### config.mk
export PLATFORM = sky130hd
export DESIGN_NAME = rd53_cmd_lane_driver_flat
export DESIGN_NICKNAME = d
export VERILOG_FILES = /design/src/rtl/rd53_cmd_lane_driver_if.sv /design/src/rtl/rd53_cmd_lane_driver.sv /design/src/flat_wrapper.sv
export SDC_FILE = /design/constraint.sdc
export NUM_CORES = 1
export LEC_CHECK = 0
export CELL_PAD_IN_SITES_DETAIL_PLACEMENT = 1
export CELL_PAD_IN_SITES_GLOBAL_PLACEMENT = 2
export CORE_ASPECT_RATIO = 1.5
export CORE_MARGIN = 2
export CORE_UTILIZATION = 52
export CTS_BUF_LIST = sky130_fd_sc_hd__clkbuf_16
export DETAILED_ROUTE_END_ITERATION = 10
export GPL_TIMING_DRIVEN = 0
export PLACE_DENSITY = 0.8
export RECOVER_POWER = 50
export SETUP_SLACK_MARGIN = 0.02
export SLEW_MARGIN = 0
export SYNTH_ARGS = -nofsm -noshare
export SYNTH_HDL_FRONTEND = slang
export SYNTH_SLANG_ARGS = --single-unit
### constraint.sdc
create_clock -name clk -period 8.25 [get_ports clk]
set_input_delay 2.475 -clock clk [delete_from_list [all_inputs] [get_ports clk]]
set_output_delay 2.475 -clock clk [all_outputs]
set_load 0.005 [all_outputs]
### src/rtl/rd53_cmd_lane_driver_if.sv
// Command-frame push interface for rd53_cmd_lane_driver: valid/ready handshake carrying one
// 16-bit frame, its lane mask and the end-of-command flag.
interface rd53_cmd_lane_driver_if #(
  parameter int unsigned NUM_CH = 4
) ();
  logic              s_valid;
  logic              s_ready;
  logic [15:0]       s_data;
  logic [NUM_CH-1:0] s_mask;
  logic              s_last;

  modport master (
    output s_valid,
    output s_data,
    output s_mask,
    output s_last,
    input  s_ready
  );

  modport slave (
    input  s_valid,
    input  s_data,
    input  s_mask,
    input  s_last,
    output s_ready
  );
endinterface

### src/rtl/rd53_cmd_lane_driver.sv
// Frame-aligned multi-lane RD53 command serialiser with a shared command FIFO and periodic SYNC.
// Optional macro RD53_CMD_LANE_INVERT_EN adds per-lane output polarity inversion (lane_invert).
module rd53_cmd_lane_driver #(
  parameter int unsigned NUM_CH      = 4,
  parameter int unsigned FIFO_DEPTH  = 16,
  parameter int unsigned SYNC_PERIOD = 32,
  parameter logic [15:0] SYNC_WORD   = 16'h817E,
  parameter logic [15:0] NOOP_WORD   = 16'h6969
) (
  input  logic                        clk,
  input  logic                        rstL,
  input  logic                        enable,
  rd53_cmd_lane_driver_if.slave       s,
`ifdef RD53_CMD_LANE_INVERT_EN
  input  logic [NUM_CH-1:0]           lane_invert,
`endif
  output logic [NUM_CH-1:0]           cmd_out,
  output logic                        frame_start,
  output logic [$clog2(FIFO_DEPTH):0] fifo_count,
  output logic                        underflow
);

  localparam int unsigned AW = $clog2(FIFO_DEPTH);
  localparam int unsigned CW = AW + 1;
  localparam int unsigned SW = $clog2(SYNC_PERIOD);
  localparam int unsigned EW = 17 + NUM_CH;
  localparam logic [CW-1:0] DepthCnt = CW'(FIFO_DEPTH);
  localparam logic [SW-1:0] SyncLast = SW'(SYNC_PERIOD - 1);

  typedef enum logic {StIdle, StInCmd} state_e;
  typedef enum logic [1:0] {SelSync, SelCmd, SelNoop} sel_e;

  state_e            r_state, w_state_next;
  sel_e              w_sel;
  logic [EW-1:0]     r_mem [FIFO_DEPTH];
  logic [AW-1:0]     r_wr_ptr, r_rd_ptr;
  logic [CW-1:0]     r_count;
  logic [SW-1:0]     r_sync_cnt;
  logic [3:0]        r_bit_cnt;
  logic              r_first, r_underflow, r_frame_start;
  logic [15:0]       r_shift [NUM_CH];
  logic [NUM_CH-1:0] r_cmd_out;
  logic [15:0]       w_frame [NUM_CH];
  logic              w_load, w_push, w_pop, w_ready;
  logic [EW-1:0]     w_head;
  logic              w_head_last;
  logic [NUM_CH-1:0] w_head_mask;
  logic [15:0]       w_head_data;

  // Ready is held low throughout reset so nothing is accepted before the first frame.
  assign w_ready     = rstL && (r_count < DepthCnt);
  assign s.s_ready   = w_ready;
  assign w_push      = s.s_valid && w_ready;
  assign w_load      = r_first || (r_bit_cnt == 4'd0);
  assign w_head      = r_mem[r_rd_ptr];
  assign w_head_last = w_head[EW-1];
  assign w_head_mask = w_head[16 +: NUM_CH];
  assign w_head_data = w_head[15:0];

  always_ff @(posedge clk) begin
    if (w_push) r_mem[r_wr_ptr] <= {s.s_last, s.s_mask, s.s_data};
  end

  always_ff @(posedge clk or negedge rstL) begin
    if (!rstL) begin
      r_wr_ptr <= '0;
      r_rd_ptr <= '0;
      r_count  <= '0;
    end else begin
      if (w_push) r_wr_ptr <= r_wr_ptr + 1'b1;
      if (w_pop)  r_rd_ptr <= r_rd_ptr + 1'b1;
      r_count <= r_count + CW'(w_push) - CW'(w_pop);
    end
  end

  // Command-tracking FSM: state register.
  always_ff @(posedge clk or negedge rstL) begin
    if (!rstL) r_state <= StIdle;
    else       r_state <= w_state_next;
  end

  // Next state: only a popped frame changes whether a command is open.
  always_comb begin
    w_state_next = r_state;
    if (w_load && (w_sel == SelCmd)) w_state_next = w_head_last ? StIdle : StInCmd;
  end

  // Frame selection: an open command defers SYNC and keeps popping even with enable low.
  always_comb begin
    w_sel = SelNoop;
    w_pop = 1'b0;
    if ((r_sync_cnt == SyncLast) && (r_state == StIdle)) begin
      w_sel = SelSync;
    end else if ((enable || (r_state == StInCmd)) && (r_count != '0)) begin
      w_sel = SelCmd;
      w_pop = w_load;
    end
  end

  always_comb begin
    for (int i = 0; i < NUM_CH; i++) begin
      w_frame[i] = NOOP_WORD;
      if (w_sel == SelSync)                         w_frame[i] = SYNC_WORD;
      else if ((w_sel == SelCmd) && w_head_mask[i]) w_frame[i] = w_head_data;
    end
  end

  always_ff @(posedge clk or negedge rstL) begin
    if (!rstL) begin
      r_first       <= 1'b1;
      r_bit_cnt     <= 4'd15;
      r_sync_cnt    <= SyncLast;
      r_underflow   <= 1'b0;
      r_frame_start <= 1'b0;
      r_cmd_out     <= '0;
      for (int i = 0; i < NUM_CH; i++) r_shift[i] <= '0;
    end else begin
      r_first       <= 1'b0;
      // Fresh frame sits in the shifters while bit_cnt is 15; its MSB reaches cmd_out next.
      r_frame_start <= (r_bit_cnt == 4'd15) && !r_first;
      r_bit_cnt     <= w_load ? 4'd15 : r_bit_cnt - 4'd1;
      for (int i = 0; i < NUM_CH; i++) begin
        r_cmd_out[i] <= r_shift[i][15];
        r_shift[i]   <= w_load ? w_frame[i] : {r_shift[i][14:0], 1'b0};
      end
      if (w_load) begin
        if (w_sel == SelSync)            r_sync_cnt <= '0;
        else if (r_sync_cnt != SyncLast) r_sync_cnt <= r_sync_cnt + 1'b1;
        if ((w_sel == SelNoop) && (r_state == StInCmd)) r_underflow <= 1'b1;
      end
    end
  end

`ifdef RD53_CMD_LANE_INVERT_EN
  assign cmd_out = r_cmd_out ^ lane_invert;
`else
  assign cmd_out = r_cmd_out;
`endif
  assign frame_start = r_frame_start;
  assign fifo_count  = r_count;
  assign underflow   = r_underflow;

endmodule

### src/flat_wrapper.sv
// flat-port wrapper written by rule: the top's interface ports become plain ports
module rd53_cmd_lane_driver_flat 
#(
  parameter int unsigned NUM_CH      = 4,
  parameter int unsigned FIFO_DEPTH  = 16,
  parameter int unsigned SYNC_PERIOD = 32,
  parameter logic [15:0] SYNC_WORD   = 16'h817E,
  parameter logic [15:0] NOOP_WORD   = 16'h6969
)
  (clk, rstL, enable, cmd_out, frame_start, fifo_count, underflow, s_s_valid, s_s_data, s_s_mask, s_s_last, s_s_ready);
  rd53_cmd_lane_driver_if #(.NUM_CH(NUM_CH)) s_i ();
  input  logic clk;
  input  logic rstL;
  input  logic enable;
  output logic [NUM_CH-1:0] cmd_out;
  output logic frame_start;
  output logic [$clog2(FIFO_DEPTH):0] fifo_count;
  output logic underflow;
  input wire logic [$bits(s_i.s_valid)-1:0] s_s_valid;
  input wire logic [$bits(s_i.s_data)-1:0] s_s_data;
  input wire logic [$bits(s_i.s_mask)-1:0] s_s_mask;
  input wire logic [$bits(s_i.s_last)-1:0] s_s_last;
  output wire logic [$bits(s_i.s_ready)-1:0] s_s_ready;
  assign s_i.s_valid = s_s_valid;
  assign s_i.s_data = s_s_data;
  assign s_i.s_mask = s_s_mask;
  assign s_i.s_last = s_s_last;
  assign s_s_ready = s_i.s_ready;
  rd53_cmd_lane_driver #(.NUM_CH(NUM_CH), .FIFO_DEPTH(FIFO_DEPTH), .SYNC_PERIOD(SYNC_PERIOD), .SYNC_WORD(SYNC_WORD), .NOOP_WORD(NOOP_WORD)) u_core (.clk(clk), .rstL(rstL), .enable(enable), .s(s_i), .cmd_out(cmd_out), .frame_start(frame_start), .fifo_count(fifo_count), .underflow(underflow));
endmodule
# == Word-level counts from Yosys, hierarchy flattened ==
# Memories as Yosys holds them, arrays and structs flattened.
# Cells that the tools add are included.
# word_totals
reg_bits,94
ram_bits,336
inputBits,25
out_inout_bits,12
word_cells,70
memories,1
# mem_list
memory,depth,width,rd,rd_clocked_by_memory_dff,write_ports,line,text
u_core.r_mem,16,21,1,0,1,rd53_cmd_lane_driver.sv:35,logic [EW-1:0] r_mem [FIFO_DEPTH];
# classes
n_addsub,6
magnitude_cmp,1
n_eq_ne,5
n_mux,22
n_bitwise,1
reduce_logical,20
# op_table
operator,n
2-to-1 mux 16 bit,12
logical AND 1 bit,11
2-to-1 mux 5 bit,2
adder 4 x 1 -> 4 bit (second input constant),2
adder 5 x 1 -> 5 bit,1
adder 5 x 1 -> 5 bit (second input constant),1
== test 5 bit (second input constant),1
< comparator 5 bit (second input constant),1
2-to-1 mux 1 bit,5
inequality test 5 bit (second input constant),1
nonzero test 5 bit,1
subtractor 5 x 1 -> 5 bit,1
== test 4 bit (second input constant),1
zero test 4 bit,1
2-to-1 mux 2 bit,2
2-to-1 mux 4 bit,1
AND reduction 2 bit,2
subtractor 4 x 1 -> 4 bit (second input constant),1
== test 2 x 1 -> 1 bit (second input constant),1
== test 2 bit (second input constant),1
zero test 2 bit,1
logical OR 1 bit,2
nonzero test 2 bit,1
zero test 1 bit,1
NOT 1 bit,1

# == Depth between registers and ports, before layout ==
# depth
word_depth,9
depth_mapped,13
depth_no_buf,13

# == Least setup slack after synthesis ==
# Ideal clock, no wire load.
# synth_timing
path_type,input -> output
from,in rstL
to,out s_s_ready
arrival_ns,2.638
required_time_ns,5.775
slack_ns,3.137
cell_stages,1
path_buffers,0
cell_sequence,nor2b_1
# synth_between
elab_chain_len,1
# synth_rtl
item,line,text
"start, declared",flat_wrapper.sv:13,input logic rstL;
logical AND 1 bit,rd53_cmd_lane_driver.sv:51,assign w_ready = rstL && (r_count < DepthCnt);
"end, declared",flat_wrapper.sv:23,output wire logic [$bits(s_i.s_ready)-1:0] s_s_ready;
# No other way between the ends.

# == Final worst setup path ==
# Ends and elaborated chain as after synthesis.

==> impl_metrics.yaml <==
status:
  outcome: "finished, final reports clean"
cts:
  cts_resized: 0
  h-tree-depth: 2
  post_cts_buffers: 0
  clk_pin_slew_worst_paths_ns: 0.06
  postCtsHoldBufs: 0
  numCtsBuffers: 41
  clk_latency_ns: 0.55
  clockBufferDepth: 3
  numClockSinks: 430
  ctsRootBufferMaster: "clkbuf_16"
  cts_tree: "yes"
timing:
  min_period_ns: 6.84
  slew_headroom: 0.0981
  worstMarginPinSlew_ns: 1.34
  setup_viol: 0
  rsz0062_at_grt: "no"
  final_max_slew_viol_count: 0
  worst_slack_ns: 1.41
  skew_ns: 0.0229
  hold_viol: 0
  period_share: 0.829
  fmax_mhz: 146
critical_path:
  worst-setup-path-type: "input port to primary output"
  critical_path.max_fanout: 19
  arrival_ns: 4.36
  crit_chain: "clkbuf_1, nor2b_1, clkdlybuf4s50_1"
  crit_path_end_kind: "primary output"
  cp_slowest_cell: "clkbuf_1"
  start_kind: "input port"
  cp.required_ns: 5.78
  slowest_delay_ns: 0.90
  rr_worst_depth: 13
hold_path:
  min_path_type: "flip-flop to flip-flop"
  whs_path_depth: 0
floorplanning:
  initial_core_util: 0.525
  io_pins: 37
  dieHeight_um: 223
  die_w_um: 150
  placeableCoreArea_um2: 31600
  die_area_um2: 33400
  rows: 80
route:
  vias: 8408
  ant_nets: 0
  totalWireLength_mm: 40.2
  first_pass_iters: 5
  viasPerCell: 6.18
  drc: 0
  drtIter0Drc: 544
  routed_wire_length_per_instance_um: 29.6
cells_and_area:
  area_growth_pct: 14.1
  final_cell_area_um2: 19000
  drive_above_1_share: 0.224
  layout.nets: 961
  antenna_cells: 0
  fillCellCount: 2760
  final_util: 0.599
global_route:
  overflow: 0
  grt_pass1_wl_mm: 60.3
  track_usage: 0.251
  antenna_found_initial: 0
  grt_pass1_vias: 9510
  grt_start_max_net_pins: 78
power_and_ir_drop:
  p_int_mw: 4.55
  switching_share: 0.307
  p_switching_mw: 2.02
  power_frac_comb: 0.293
  vdd_ir_drop_max_mv: 0.186
  seqPwrFrac: 0.416
  power_density_nw_per_um2: 347
  p_leak_nw: 6.46
  power.share.clock: 0.291
logic_synthesis:
  synth_flop_cell: "edfxtp_1"
  syn-num-nets: 878
  syn_area_per_cell_um2: 19.8
  postSynthCellCount: 837
  synthTopCellsByCount: "edfxtp_1, dfrtp_1, mux4_2"
  synthTopCellsByArea: "edfxtp_1, dfrtp_1, mux4_2"
  yosysUniqueCellTypes: 48
  synth_async_sr_flop_share: 0.219
  yosys.area.top_type: "edfxtp_1"
  synth_area_um2: 16600
  synth_edf_count: 336
  yosys_warnings: 0
  yosysSeqAreaShare: 0.750
  ys_ff_latch: 430
  synthMostInstantiatedCell: "edfxtp_1"
  synth_top_area_frac: 0.607
placement:
  gp_congestion: 0.800
  port_buffers: 36
  postPlaceCellArea_um2: 17600
  pre_cts_ws_ns: 2.08
  hpwl_mm: 25.3
run:
  maxCapViolCount: 0
placed cells by master (no fill, tap or decap), types with 14 or more instances in the layout:
cell             Yosys  layout
clkbuf_1            16      18
dfrtp_1             84      84
dlygate4sd3_1        0      21
clkbuf_16            0      41
nor2_1              24      24
nand2_1             24      24
o221a_1             16      16
mux2_2              14      14
a22o_1              18      18
inv_1               13      18
a22oi_1             22      22
mux4_2              79      79
a21oi_1             33      33
clkdlybuf4s50_1      0      14
ha_1                15      15
edfxtp_1           336     336
routing by layer:
metal  share of wire  vias up  GRT usage  wire length (µm)
met5               0        -          0                 0
li1                -     3565          -                 -
met1            0.38     4533      0.312             15400
met4           0.031        0     0.0840              1260
met3           0.038       86     0.0335              1530
met2            0.55      224      0.452             22000
critical path, delay by kind of cell:
kind                   cells  cell delay, ns
buffers and inverters      2            1.47
and+or+nand+nor            1            0.41
registers in the layout, indices dropped and copies added (netlist names):
register            cells
u_core.r_mem          336
u_core.r_shift         64
u_core.fifo_count       5
u_core.r_sync_cnt       5
u_core.cmd_out          4
u_core.r_bit_cnt        4
u_core.r_rd_ptr         4
u_core.r_wr_ptr         4
u_core.frame_start      1
u_core.r_first          1
u_core.r_state          1
u_core.underflow        1
stage by stage:
step                      TNS [ns]  power (mW)  std cells  hold slack, ns
after CTS                        0        6.62       1361           0.356
after global routing             0        6.83       1361           0.365
after detailed placement         0        4.72       1287           0.340
after global placement     -132.21        4.62       1283           0.332
after floorplan                  0        4.02        837           0.331
final                            0        6.57       1361           0.358
area by class of cell:
cell class | count | area [µm²] | area share
multi-input combinational | 353 | 3880 | 0.205
clock buffer | 41 | 1030 | 0.0541
buffer | 40 | 239 | 0.0126
timing repair buffer | 40 | 452 | 0.0238
inverter | 14 | 52.6 | 0.00277
clock inverter | 33 | 333 | 0.0176
sequential | 430 | 12500 | 0.657
tap | 410 | 513 | 0.0271
power groups by stage:
stage	combinational, mW	clock, mW	sequential [mW]
floorplan	1.29	0	2.73
detailed placement	1.94	0	2.78
finish	1.93	1.91	2.73
global placement	1.86	0	2.77
global route	2.06	2.00	2.76
CTS	1.95	1.94	2.74
final timing paths:
kind | from | slack [ns] | to
setup / recovery | rstL | 1.41 | s_s_ready
hold / removal | u_core.r_shift[31] | 0.36 | u_core.cmd_out[2]
setup reg to reg | u_core.r_sync_cnt[0] | 4.84 | u_core.fifo_count[4]
hold reg to reg | u_core.r_shift[31] | 0.36 | u_core.cmd_out[2]
max in group asynchronous | rstL | 5.09 | u_core.r_shift[24]
min in group asynchronous | rstL | 2.18 | u_core.r_wr_ptr[0]
logic make-up (layout without fill, tap and decap cells):
logic type | after synthesis | after routing | share of synthesized area
mux | 107 | 107 | 0.127
simple gates | 93 | 93 | 0.0283
other cells | 1 | 1 | 0.000226
fa+ha+maj | 16 | 16 | 0.0125
xor+xnor | 11 | 11 | 0.00580
flops | 430 | 430 | 0.750
buf+inv | 54 | 168 | 0.0175
compound gates | 125 | 125 | 0.0584
(Power assumes the default switching activity.)
